## src/rtl/axicb_pkg.sv

```systemverilog
// rtl/axicb_pkg.sv - shared types and helpers for the slave-side write arbiter
// Contents: AW arbitration state enum and the requester-index width helper.
package axicb_pkg;

   typedef enum logic {
      IDLE  = 1'b0,
      GRANT = 1'b1
   } aw_state_t;

   // Bits needed to hold an index in 0..n-1, never less than 1.
   function automatic int clog2(input int n);
      int w;
      w = 0;
      while ((1 << w) < n) w++;
      return (w < 1) ? 1 : w;
   endfunction

endpackage

```

## src/rtl/axicb_scfifo.sv

```systemverilog
// rtl/axicb_scfifo.sv - single-clock FIFO used to keep W bursts in AW-grant order
// Ports: aclk/aresetn (async, active-low), srst (sync, active-high),
//        push/data_in/full on the write side, pull/data_out/empty on the read side.
//        PASS_THRU=1 forwards data_in straight to data_out while empty.
module axicb_scfifo
   import axicb_pkg::*;
#(
   parameter int PASS_THRU  = 0,
   parameter int DATA_WIDTH = 2,
   parameter int ADDR_WIDTH = 3
)(
   input  logic                  aclk,
   input  logic                  aresetn,
   input  logic                  srst,
   input  logic                  push,
   input  logic [DATA_WIDTH-1:0] data_in,
   output logic                  full,
   input  logic                  pull,
   output logic [DATA_WIDTH-1:0] data_out,
   output logic                  empty
);

   localparam int DEPTH = 1 << ADDR_WIDTH;
   localparam logic [ADDR_WIDTH:0] DEPTH_CNT = (ADDR_WIDTH+1)'(1) << ADDR_WIDTH;

   logic [ADDR_WIDTH-1:0] wr_ptr_q, wr_ptr_d, rd_ptr_q, rd_ptr_d;
   logic [ADDR_WIDTH:0]   count_q, count_d;
   logic [DATA_WIDTH-1:0] mem_q [DEPTH];
   logic [DATA_WIDTH-1:0] mem_d [DEPTH];
   logic                  bypass, do_push, do_pull;

   always_comb begin
      // A push into an empty pass-through FIFO that is pulled in the same
      // cycle never touches the storage.
      bypass   = (PASS_THRU != 0) && (count_q == '0) && push && pull;
      full     = (count_q == DEPTH_CNT);
      empty    = (count_q == '0) && !((PASS_THRU != 0) && push);
      data_out = ((PASS_THRU != 0) && (count_q == '0)) ? data_in : mem_q[rd_ptr_q];
      // Full + pull frees the head slot this cycle, so the push is accepted.
      do_push  = push && (!full || pull) && !bypass;
      do_pull  = pull && (count_q != '0) && !bypass;

      mem_d    = mem_q;
      wr_ptr_d = wr_ptr_q;
      rd_ptr_d = rd_ptr_q;
      count_d  = count_q;
      if (do_push) begin
         mem_d[wr_ptr_q] = data_in;
         wr_ptr_d        = wr_ptr_q + ADDR_WIDTH'(1);
      end
      if (do_pull) rd_ptr_d = rd_ptr_q + ADDR_WIDTH'(1);
      if (do_push && !do_pull) count_d = count_q + (ADDR_WIDTH+1)'(1);
      else if (!do_push && do_pull) count_d = count_q - (ADDR_WIDTH+1)'(1);
      if (srst) begin
         wr_ptr_d = '0;
         rd_ptr_d = '0;
         count_d  = '0;
      end
   end

   always_ff @(posedge aclk or negedge aresetn) begin
      if (!aresetn) begin
         wr_ptr_q <= '0;
         rd_ptr_q <= '0;
         count_q  <= '0;
      end else begin
         wr_ptr_q <= wr_ptr_d;
         rd_ptr_q <= rd_ptr_d;
         count_q  <= count_d;
      end
   end

   always_ff @(posedge aclk) begin
      mem_q <= mem_d;
   end

endmodule

```

## src/rtl/axicb_slv_wr_arbiter.sv

```systemverilog
// rtl/axicb_slv_wr_arbiter.sv - shares one slave AXI write port between MST_NB masters
// Ports: aclk/aresetn (async, active-low), srst (sync, active-high);
//        i_aw*/i_w*/i_b* per-master channels (payloads packed master 0 in the LSBs),
//        o_aw*/o_w*/o_b* the single slave-side write port.
//        AW is round-robin arbitrated, W follows AW-grant order, B is routed by ID tag.
module axicb_slv_wr_arbiter
   import axicb_pkg::*;
#(
   parameter int                   AXI_ID_W         = 8,
   parameter int                   AXI_ADDR_W       = 8,
   parameter int                   MST_NB           = 4,
   parameter logic [AXI_ID_W-1:0]  MST_ID_MASK_BITS = AXI_ID_W'('hF0),
   parameter logic [AXI_ID_W-1:0]  MST0_ID_MASK     = AXI_ID_W'('h10),
   parameter logic [AXI_ID_W-1:0]  MST1_ID_MASK     = AXI_ID_W'('h20),
   parameter logic [AXI_ID_W-1:0]  MST2_ID_MASK     = AXI_ID_W'('h30),
   parameter logic [AXI_ID_W-1:0]  MST3_ID_MASK     = AXI_ID_W'('h40),
   parameter int                   WFIFO_DEPTH_LOG2 = 3,
   parameter int                   AWCH_W           = 8,
   parameter int                   WCH_W            = 8,
   parameter int                   BCH_W            = 10
)(
   input  logic                     aclk,
   input  logic                     aresetn,
   input  logic                     srst,
   input  logic [MST_NB-1:0]        i_awvalid,
   output logic [MST_NB-1:0]        i_awready,
   input  logic [MST_NB*AWCH_W-1:0] i_awch,
   input  logic [MST_NB-1:0]        i_wvalid,
   output logic [MST_NB-1:0]        i_wready,
   input  logic [MST_NB-1:0]        i_wlast,
   input  logic [MST_NB*WCH_W-1:0]  i_wch,
   output logic [MST_NB-1:0]        i_bvalid,
   input  logic [MST_NB-1:0]        i_bready,
   output logic [MST_NB*BCH_W-1:0]  i_bch,
   output logic                     o_awvalid,
   input  logic                     o_awready,
   output logic [AWCH_W-1:0]        o_awch,
   output logic                     o_wvalid,
   input  logic                     o_wready,
   output logic                     o_wlast,
   output logic [WCH_W-1:0]         o_wch,
   input  logic                     o_bvalid,
   output logic                     o_bready,
   input  logic [BCH_W-1:0]         o_bch
);

   localparam int IDX_W = clog2(MST_NB);
   localparam logic [4*AXI_ID_W-1:0] MST_ID_MASKS =
      {MST3_ID_MASK, MST2_ID_MASK, MST1_ID_MASK, MST0_ID_MASK};

   aw_state_t        state_q, state_d;
   logic [IDX_W-1:0] grant_q, grant_d;
   logic [IDX_W-1:0] rr_q, rr_d;
   logic [IDX_W-1:0] cand, pick;
   logic             found;
   logic             fifo_push, fifo_pop, fifo_full, fifo_empty;
   logic [IDX_W-1:0] fifo_head;
   logic             b_hit;

   // AW arbitration: decide in IDLE, present in GRANT, so a request seen in
   // cycle N reaches o_awvalid in cycle N+1 and the grant holds until the
   // slave accepts it.
   always_comb begin
      state_d   = state_q;
      grant_d   = grant_q;
      rr_d      = rr_q;
      o_awvalid = 1'b0;
      o_awch    = i_awch[grant_q*AWCH_W +: AWCH_W];
      i_awready = '0;
      fifo_push = 1'b0;
      found     = 1'b0;
      pick      = '0;
      cand      = '0;
      case (state_q)
         IDLE: begin
            // First requester at or after the pointer, wrapping around.
            for (int i = 0; i < MST_NB; i++) begin
               cand = IDX_W'((int'(rr_q) + i) % MST_NB);
               if (!found && i_awvalid[cand]) begin
                  found = 1'b1;
                  pick  = cand;
               end
            end
            // No grant while the W-order FIFO cannot take the index.
            if (found && !fifo_full) begin
               grant_d = pick;
               state_d = GRANT;
            end
         end
         GRANT: begin
            o_awvalid          = 1'b1;
            i_awready[grant_q] = o_awready;
            if (o_awready) begin
               fifo_push = 1'b1;
               rr_d      = (grant_q == IDX_W'(MST_NB-1)) ? '0 : grant_q + IDX_W'(1);
               state_d   = IDLE;
            end
         end
         default: state_d = IDLE;
      endcase
      if (srst) begin
         state_d = IDLE;
         grant_d = '0;
         rr_d    = '0;
      end
   end

   always_ff @(posedge aclk or negedge aresetn) begin
      if (!aresetn) begin
         state_q <= IDLE;
         grant_q <= '0;
         rr_q    <= '0;
      end else begin
         state_q <= state_d;
         grant_q <= grant_d;
         rr_q    <= rr_d;
      end
   end

   axicb_scfifo #(
      .PASS_THRU  (0),
      .DATA_WIDTH (IDX_W),
      .ADDR_WIDTH (WFIFO_DEPTH_LOG2)
   ) u_wfifo (
      .aclk     (aclk),
      .aresetn  (aresetn),
      .srst     (srst),
      .push     (fifo_push),
      .data_in  (grant_q),
      .full     (fifo_full),
      .pull     (fifo_pop),
      .data_out (fifo_head),
      .empty    (fifo_empty)
   );

   // W path: only the master at the FIFO head sees o_wready; the index is
   // retired on the last beat of its burst.
   always_comb begin
      o_wvalid = 1'b0;
      o_wlast  = 1'b0;
      o_wch    = '0;
      i_wready = '0;
      fifo_pop = 1'b0;
      if (!fifo_empty) begin
         o_wvalid            = i_wvalid[fifo_head];
         o_wlast             = i_wlast[fifo_head];
         o_wch               = i_wch[fifo_head*WCH_W +: WCH_W];
         i_wready[fifo_head] = o_wready;
         fifo_pop            = o_wvalid && o_wready && o_wlast;
      end
   end

   // B path: route by ID tag; responses with no owner are absorbed.
   always_comb begin
      b_hit    = 1'b0;
      i_bvalid = '0;
      o_bready = 1'b1;
      for (int k = 0; k < MST_NB; k++) begin
         if (!b_hit && ((o_bch[AXI_ID_W-1:0] & MST_ID_MASK_BITS) ==
                        MST_ID_MASKS[k*AXI_ID_W +: AXI_ID_W])) begin
            b_hit       = 1'b1;
            i_bvalid[k] = o_bvalid;
            o_bready    = i_bready[k];
         end
      end
   end

   assign i_bch = {MST_NB{o_bch}};

endmodule
```

## config.mk

```make
export PLATFORM = sky130hd
export DESIGN_NAME = axicb_slv_wr_arbiter
export DESIGN_NICKNAME = d
export VERILOG_FILES = /design/src/rtl/axicb_pkg.sv /design/src/rtl/axicb_scfifo.sv /design/src/rtl/axicb_slv_wr_arbiter.sv
export SDC_FILE = /design/constraint.sdc
export NUM_CORES = 1
export LEC_CHECK = 0
export CORE_MARGIN = 1.5
export CORE_UTILIZATION = 41
export DETAILED_ROUTE_END_ITERATION = 8
export GPL_TIMING_DRIVEN = 0
export HOLD_SLACK_MARGIN = 0.06
export PLACE_DENSITY = 0.86
export SLEW_MARGIN = 20
export SYNTH_ARGS = -nofsm -noshare
export SYNTH_HDL_FRONTEND = slang
export SYNTH_SLANG_ARGS = --single-unit
```

## constraint.sdc

```tcl
create_clock -name aclk -period 5.2 [get_ports aclk]
set_input_delay 1.04 -clock aclk [delete_from_list [all_inputs] [get_ports aclk]]
set_output_delay 1.04 -clock aclk [all_outputs]
set_load 0.01 [all_outputs]
```

==> results of run 1 <==
==> routing by layer <==
layer | track usage | vias up | share of wire | routed length [um]
met5 | 0 | - | 0 | 0
met4 | 0.0820 | 0 | 0.025 | 214
met2 | 0.452 | 150 | 0.52 | 4420
met3 | 0.0652 | 16 | 0.10 | 880
met1 | 0.255 | 1266 | 0.35 | 3030
li1 | - | 1302 | - | -
==> per-stage QoR <==
step                 util  hold slack [ps]
floorplan               -              506
global placement    0.697              546
detailed placement  0.698              594
CTS                 0.716              610
global route        0.716              670
finish              0.716              599
==> cell families (layout without fill, tap and decap cells) <==
family / Yosys count / in the layout
AOI/OAI and AO/OA: 45 / 45
xor gates and xnor gates: 3 / 3
adders and majority gates: 9 / 9
buffers and inverters: 68 / 238
DFF: 31 / 31
muxes: 33 / 33
and+or+nand+nor: 84 / 84
==> cell usage after synthesis (7+ instances only) <==
library cell,instances
a211oi_1,17
a21oi_1,12
buf_4,40
clkbuf_1,8
dfrtp_1,15
edfxtp_1,16
ha_1,8
inv_1,10
mux2i_1,15
mux4_2,12
nand2_1,12
nand2b_1,7
nor2_1,16
nor2b_1,10
==> worst max-delay path by stage <==
stage                                    start                             end  depth (start not counted)  slack [ps]
5_1_grt        u_wfifo.rd_ptr_q[0]$_DFFE_PN0P_                        o_wch[5]                          8         610
3_5_place_dp   u_wfifo.rd_ptr_q[0]$_DFFE_PN0P_                        o_wch[3]                          8        1060
4_1_cts        u_wfifo.rd_ptr_q[0]$_DFFE_PN0P_                        o_wch[3]                          8         740
6_report       u_wfifo.rd_ptr_q[0]$_DFFE_PN0P_                        o_wch[3]                          8         770
2_1_floorplan  u_wfifo.rd_ptr_q[0]$_DFFE_PN0P_  u_wfifo.count_q[3]$_DFFE_PN0P_                         15        1720
3_3_place_gp   u_wfifo.rd_ptr_q[0]$_DFFE_PN0P_                        o_wch[3]                          8        1090
==> worst max-delay path, delay by kind of cell, from the launching register on <==
kind / cells / cell delay (ps)
flops: 1 / 370
compound gates: 1 / 330
mux: 3 / 890
buf+inv: 4 / 1530
==> cell usage in the layout (no fill, tap or decap), types with 4 or more instances in the layout <==
cell type,n
clkdlybuf4s50_1,161
buf_4,40
a211oi_1,17
nor2_1,16
edfxtp_1,16
mux2i_1,15
dfrtp_1,15
nand2_1,12
mux4_2,12
a21oi_1,12
inv_1,10
nor2b_1,10
clkbuf_1,8
ha_1,8
nand2b_1,7
nor3_1,6
and3_1,6
clkbuf_8,5
buf_1,4
buf_2,4
nor4b_2,4
nand3_1,4
nor4_1,4
==> power groups by stage <==
stage	registers [W]	logic, W	clock network, W
global placement	0.000298	0.000517	0
global route	0.000297	0.000580	0.000250
detailed placement	0.000299	0.000534	0
floorplan	0.000293	0.000276	0
CTS	0.000295	0.000537	0.000238
finish	0.000295	0.000535	0.000239
==> sequential cells by signal, summed over array words and instances, names as in the netlist <==
signal / count
state_q: 1
grant_q: 2
u_wfifo.rd_ptr_q: 3
u_wfifo.mem_q: 16
rr_q: 2
u_wfifo.count_q: 4
u_wfifo.wr_ptr_q: 3
==> cell type report <==
type | count | area, um2
clock inverters | 3 | 43.8
flip-flops and latches | 31 | 856
clock buffers | 5 | 68.8
inverters | 12 | 45.0
fillers | 474 | 1820
well taps | 77 | 96.3
multi-input cells | 174 | 1500
repair buffers | 162 | 1620
plain buffers | 56 | 372
==> flow_summary.ini, run 1 <==
[run_status]
status = finished, violations left
violations = design-rule violations

[cts]
postCtsSetupRepairBufs = 0
cts_tree = built
cts_hold_repair.buffers = 0
ctsRootBufferMaster = clkbuf_8
clkLatencyLatePin_ps = 290
ctsResizeCount = 0
clock_sinks = 31
clock_path_buffers = 2
clk_pin_slew_ps = 70
cts_made_buffers = 5
cts_max_level = 2

[min_path]
hold_end = rr_q[0]$_DFFE_PN0P_
hp-class = reg2reg
holdPathStages = 2
min_from = rr_q[0]$_DFFE_PN0P_

[drt]
viasPerCell = 5.26
drc = 16
avgRoutedWirePerCell_um = 16.4
first_pass_iters = 6
drt_wl_total_mm = 8.55
vias = 2734
postRouteAntennaNets = 0
dr.first_iter.drc_count = 90

[synth]
synth-simple-area-share = 0.178
synth.area.top_cells = edfxtp_1 17%, dfrtp_1 14%, buf_4 11%, mux4_2 9.8%, mux2i_1 5.4%
yosysWarnings = 0
yosys.area.top_type = edfxtp_1
synth-async-reset-ratio = 0.484
synth-xor-area-share = 0.00950
synthAdderAreaFrac = 0.0434
synth_enable_flop_cells = 16
yosysSeqAreaShare = 0.309
synth_top_family_by_area = multiplexers
yosysTopAreaCellShare = 0.174
syn_area_um2 = 2770
yosys_most_used_dff = edfxtp_1
ys_seq_elements = 31
muxShareOfSynthArea = 0.191
postSynthCellCount = 273
syn_avg_cell_area_um2 = 10.1
synth_cell_types = 50
syn_nets = 378
synth-compound-area-share = 0.118

[finish]
final_nets = 547
antenna_cells = 0
drive_gt1_frac = 0.181
stdcell_area_um2 = 4600
stdcell_count = 520
area_growth_syn_to_layout_pct = 66.2

[power_and_ir_drop]
ir_drop_mv = 0.182
finalPower_w = 0.00107
total_switching_power_w = 0.000358
p_leak_nw = 1.79
combPwrFrac = 0.501
power_density_nw_per_um2 = 232
p_clk_frac = 0.223
internal-power_w = 0.000711
switching_share = 0.334
p_seq_frac = 0.276

[floorplan]
coreArea_um2 = 6420
ios = 168
row_count = 29
fp.dieArea_um2 = 7250
start_util = 0.431
fp.dieH_um = 85.1
die_x_um = 85.1

[timing]
slew_headroom = 0.522
hold_viol = 0
setup_violations = 0
tightest_slew_ps = 716
period_needed_ps = 4430
rsz0062_at_grt = no
fin_tns_setup_ps = 0
drv_slew = 0
fin_crit_sh = 0.852
fmax_mhz = 226
worst_clock_skew_ps = 3.19
setup_ws_ps = 768

[critical_path]
end_kind = primary output
required_ps = 4160
r2r_start = u_wfifo.rd_ptr_q[0]$_DFFE_PN0P_
startpoint_type = flip-flop
crit_type = reg2out
cp_cell_sequence = buf_6 > mux4_2 > mux2i_4 > clkbuf_1 > buf_2 > mux2i_1 > a211oi_1 > clkdlybuf4s50_1
crit_fanout = 10
arrival_ps = 3390
rr_worst_depth = 15
timing.rr.end = u_wfifo.count_q[3]$_DFFE_PN0P_
ff2ff_setup_slack_ps = 1210
slowest_delay_ps = 600
cp_slowest_cell = clkdlybuf4s50_1

[place]
place.gp.congestion = 0.878
pre_cts_ws_ps = 1060
dpl_cell_area_um2 = 4490
portBuffers = 161
hpwl_mm = 7.07
dp_cells = 512

[flow_run]
max_cap_violations = 0

[global_routing]
grt.total_usage = 0.239
grt_pass1_vias = 2765
antenna_found_initial = 0
grt_pass1_wl_mm = 13.7
grt_max_degree = 16
grt_overflow = 0
Power figures use the tool's default switching activity.
==> run 2: changes to the inputs <==
Settings changed: SLEW_MARGIN 20 to not set.
==> run 2 against run 1 <==
The flow still finishes with violations (design-rule violations); global-route usage up 0.22 points; via count rose by 1.4%; sequential cell count did not move; core utilization decreased by 0.078 points; clock power is essentially flat; hold slack improved by 6.1 ps; combinational power barely moved; critical path type unchanged; largest cell class unchanged; largest power group unchanged.
==> flow_summary.ini, run 2 (synthesized netlist as in run 1, its figures left out) <==
[finish]
final_nets = 546
n_fill_cell = 480
final_cell_mix = 161 x clkdlybuf4s50_1, 40 x buf_4, 17 x a211oi_1, 16 x nor2_1, 16 x edfxtp_1
regArea_um2 = 856
fin_util = 0.715
largest_reg_flops = 16
area_growth_syn_to_layout_pct = 66.0
reg_top3 = u_wfifo.mem_q: 16 flops, u_wfifo.count_q: 4 flops
drive_gt1_frac = 0.179
mostFrequentLayoutCell = clkdlybuf4s50_1
multi_input_area_um2 = 1500
antenna_cells = 0
largest_register = u_wfifo.mem_q

[floorplan]
fp.dieH_um = 85.1
fp.dieArea_um2 = 7250
row_count = 29
die_x_um = 85.1
ios = 168
start_util = 0.431
coreArea_um2 = 6420

[drt]
avgRoutedWirePerCell_um = 16.6
drt_wl_total_mm = 8.63
vias = 2772
drc = 16
postRouteAntennaNets = 0
viasPerCell = 5.34
first_pass_iters = 7
dr.first_iter.drc_count = 134

[timing]
setup_violations = 0
drv_slew = 0
hold_viol = 0
fin_tns_setup_ps = 0
fmax_mhz = 224
fin_crit_sh = 0.858
rsz0062_at_grt = no
period_needed_ps = 4460
tightest_slew_ps = 884
setup_ws_ps = 737
slew_headroom = 0.406
worst_clock_skew_ps = 6.04

[min_path]
min_from = rr_q[0]$_DFFE_PN0P_
hp-class = reg2reg

[power_and_ir_drop]
power_density_nw_per_um2 = 232
p_leak_nw = 1.79
ir_drop_mv = 0.194
finalPower_w = 0.00107

[cts]
ctsRootBufferMaster = clkbuf_8
cts_max_level = 2
postCtsSetupRepairBufs = 0
ctsResizeCount = 0
cts_made_buffers = 5
clk_pin_slew_ps = 70
cts_hold_repair.buffers = 0
clock_path_buffers = 2
clkLatencyLatePin_ps = 290
cts_tree = built
clock_sinks = 31

[global_routing]
grt_overflow = 0
grt_pass1_wl_mm = 13.7
grt_pass1_vias = 2785
grt.total_usage = 0.242
antenna_found_initial = 0
grt_max_degree = 16

[critical_path]
crit_type = reg2out
path_buf_inv = 4
crit_fanout = 10
end_kind = primary output
r2r_start = u_wfifo.rd_ptr_q[0]$_DFFE_PN0P_
startpoint_type = flip-flop
required_ps = 4160
cp_cell_sequence = buf_6 > mux4_2 > mux2i_4 > clkbuf_1 > buf_2 > mux2i_1 > a211oi_1 > clkdlybuf4s50_1
arrival_ps = 3420
cp_slowest_cell = clkdlybuf4s50_1
critical_path.top_delay_family = buffers and inverters
crit_start = u_wfifo.rd_ptr_q[0]$_DFFE_PN0P_
slowest_delay_ps = 600

[flow_run]
max_cap_violations = 0

[run_status]
status = finished, violations left
violations = design-rule violations

[place]
place.gp.congestion = 0.878
portBuffers = 161
pre_cts_ws_ps = 1040
hpwl_mm = 7.03
-- run 2: tightest hold or removal path, delay by kind of cell (launching register included) --
| kind | cells | cell delay (ps) |
|---|---|---|
| and+or+nand+nor | 1 | 90 |
| DFF | 1 | 400 |
| AOI/OAI and AO/OA | 1 | 80 |
-- run 2: per-stage QoR --
stage          cells  area, um2  hold WS (ps)
6_report         519       4590           605
2_1_floorplan    273       2770           506
3_5_place_dp     511       4480           601
4_1_cts          519       4590           610
3_3_place_gp     511       4470           546
5_1_grt          519       4590           629
-- run 2: layout make-up --
type | instances | share of cell area
clock inverters | 3 | 0.00953
well taps | 77 | 0.0210
repair buffers | 161 | 0.351
multi-input cells | 174 | 0.327
clock buffers | 5 | 0.0150
flip-flops and latches | 31 | 0.186
plain buffers | 56 | 0.0809
inverters | 12 | 0.00981
-- run 2: power by group --
| part | total (W) | switching [W] | leakage, nW | internal [W] |
|---|---|---|---|---|
| registers | 0.000295 | 0.0000202 | 0.352 | 0.000275 |
| clock network | 0.000239 | 0.0000960 | 0.0581 | 0.000142 |
| logic | 0.000533 | 0.000242 | 1.38 | 0.000292 |
| total | 0.00107 | 0.000358 | 1.79 | 0.000709 |
-- run 2: final timing paths --
kind / end / slack [ps] / cells past startpoint
hold reg to reg: rr_q[0]$_DFFE_PN0P_ / 600 / 2
setup reg to reg: u_wfifo.count_q[3]$_DFFE_PN0P_ / 1190 / 15
max in group asynchronous: u_wfifo.wr_ptr_q[1]$_DFFE_PN0P_ / 3610 / 1
setup / recovery: o_wch[3] / 740 / 8
hold / removal: rr_q[0]$_DFFE_PN0P_ / 600 / 2
min in group asynchronous: rr_q[0]$_DFFE_PN0P_ / 1160 / 1
-- run 2: per-layer routing --
metal  global-route usage  share of wire
met3               0.0593           0.10
met5                    0              0
met2                0.449           0.52
met1                0.264           0.36
met4               0.0894          0.016
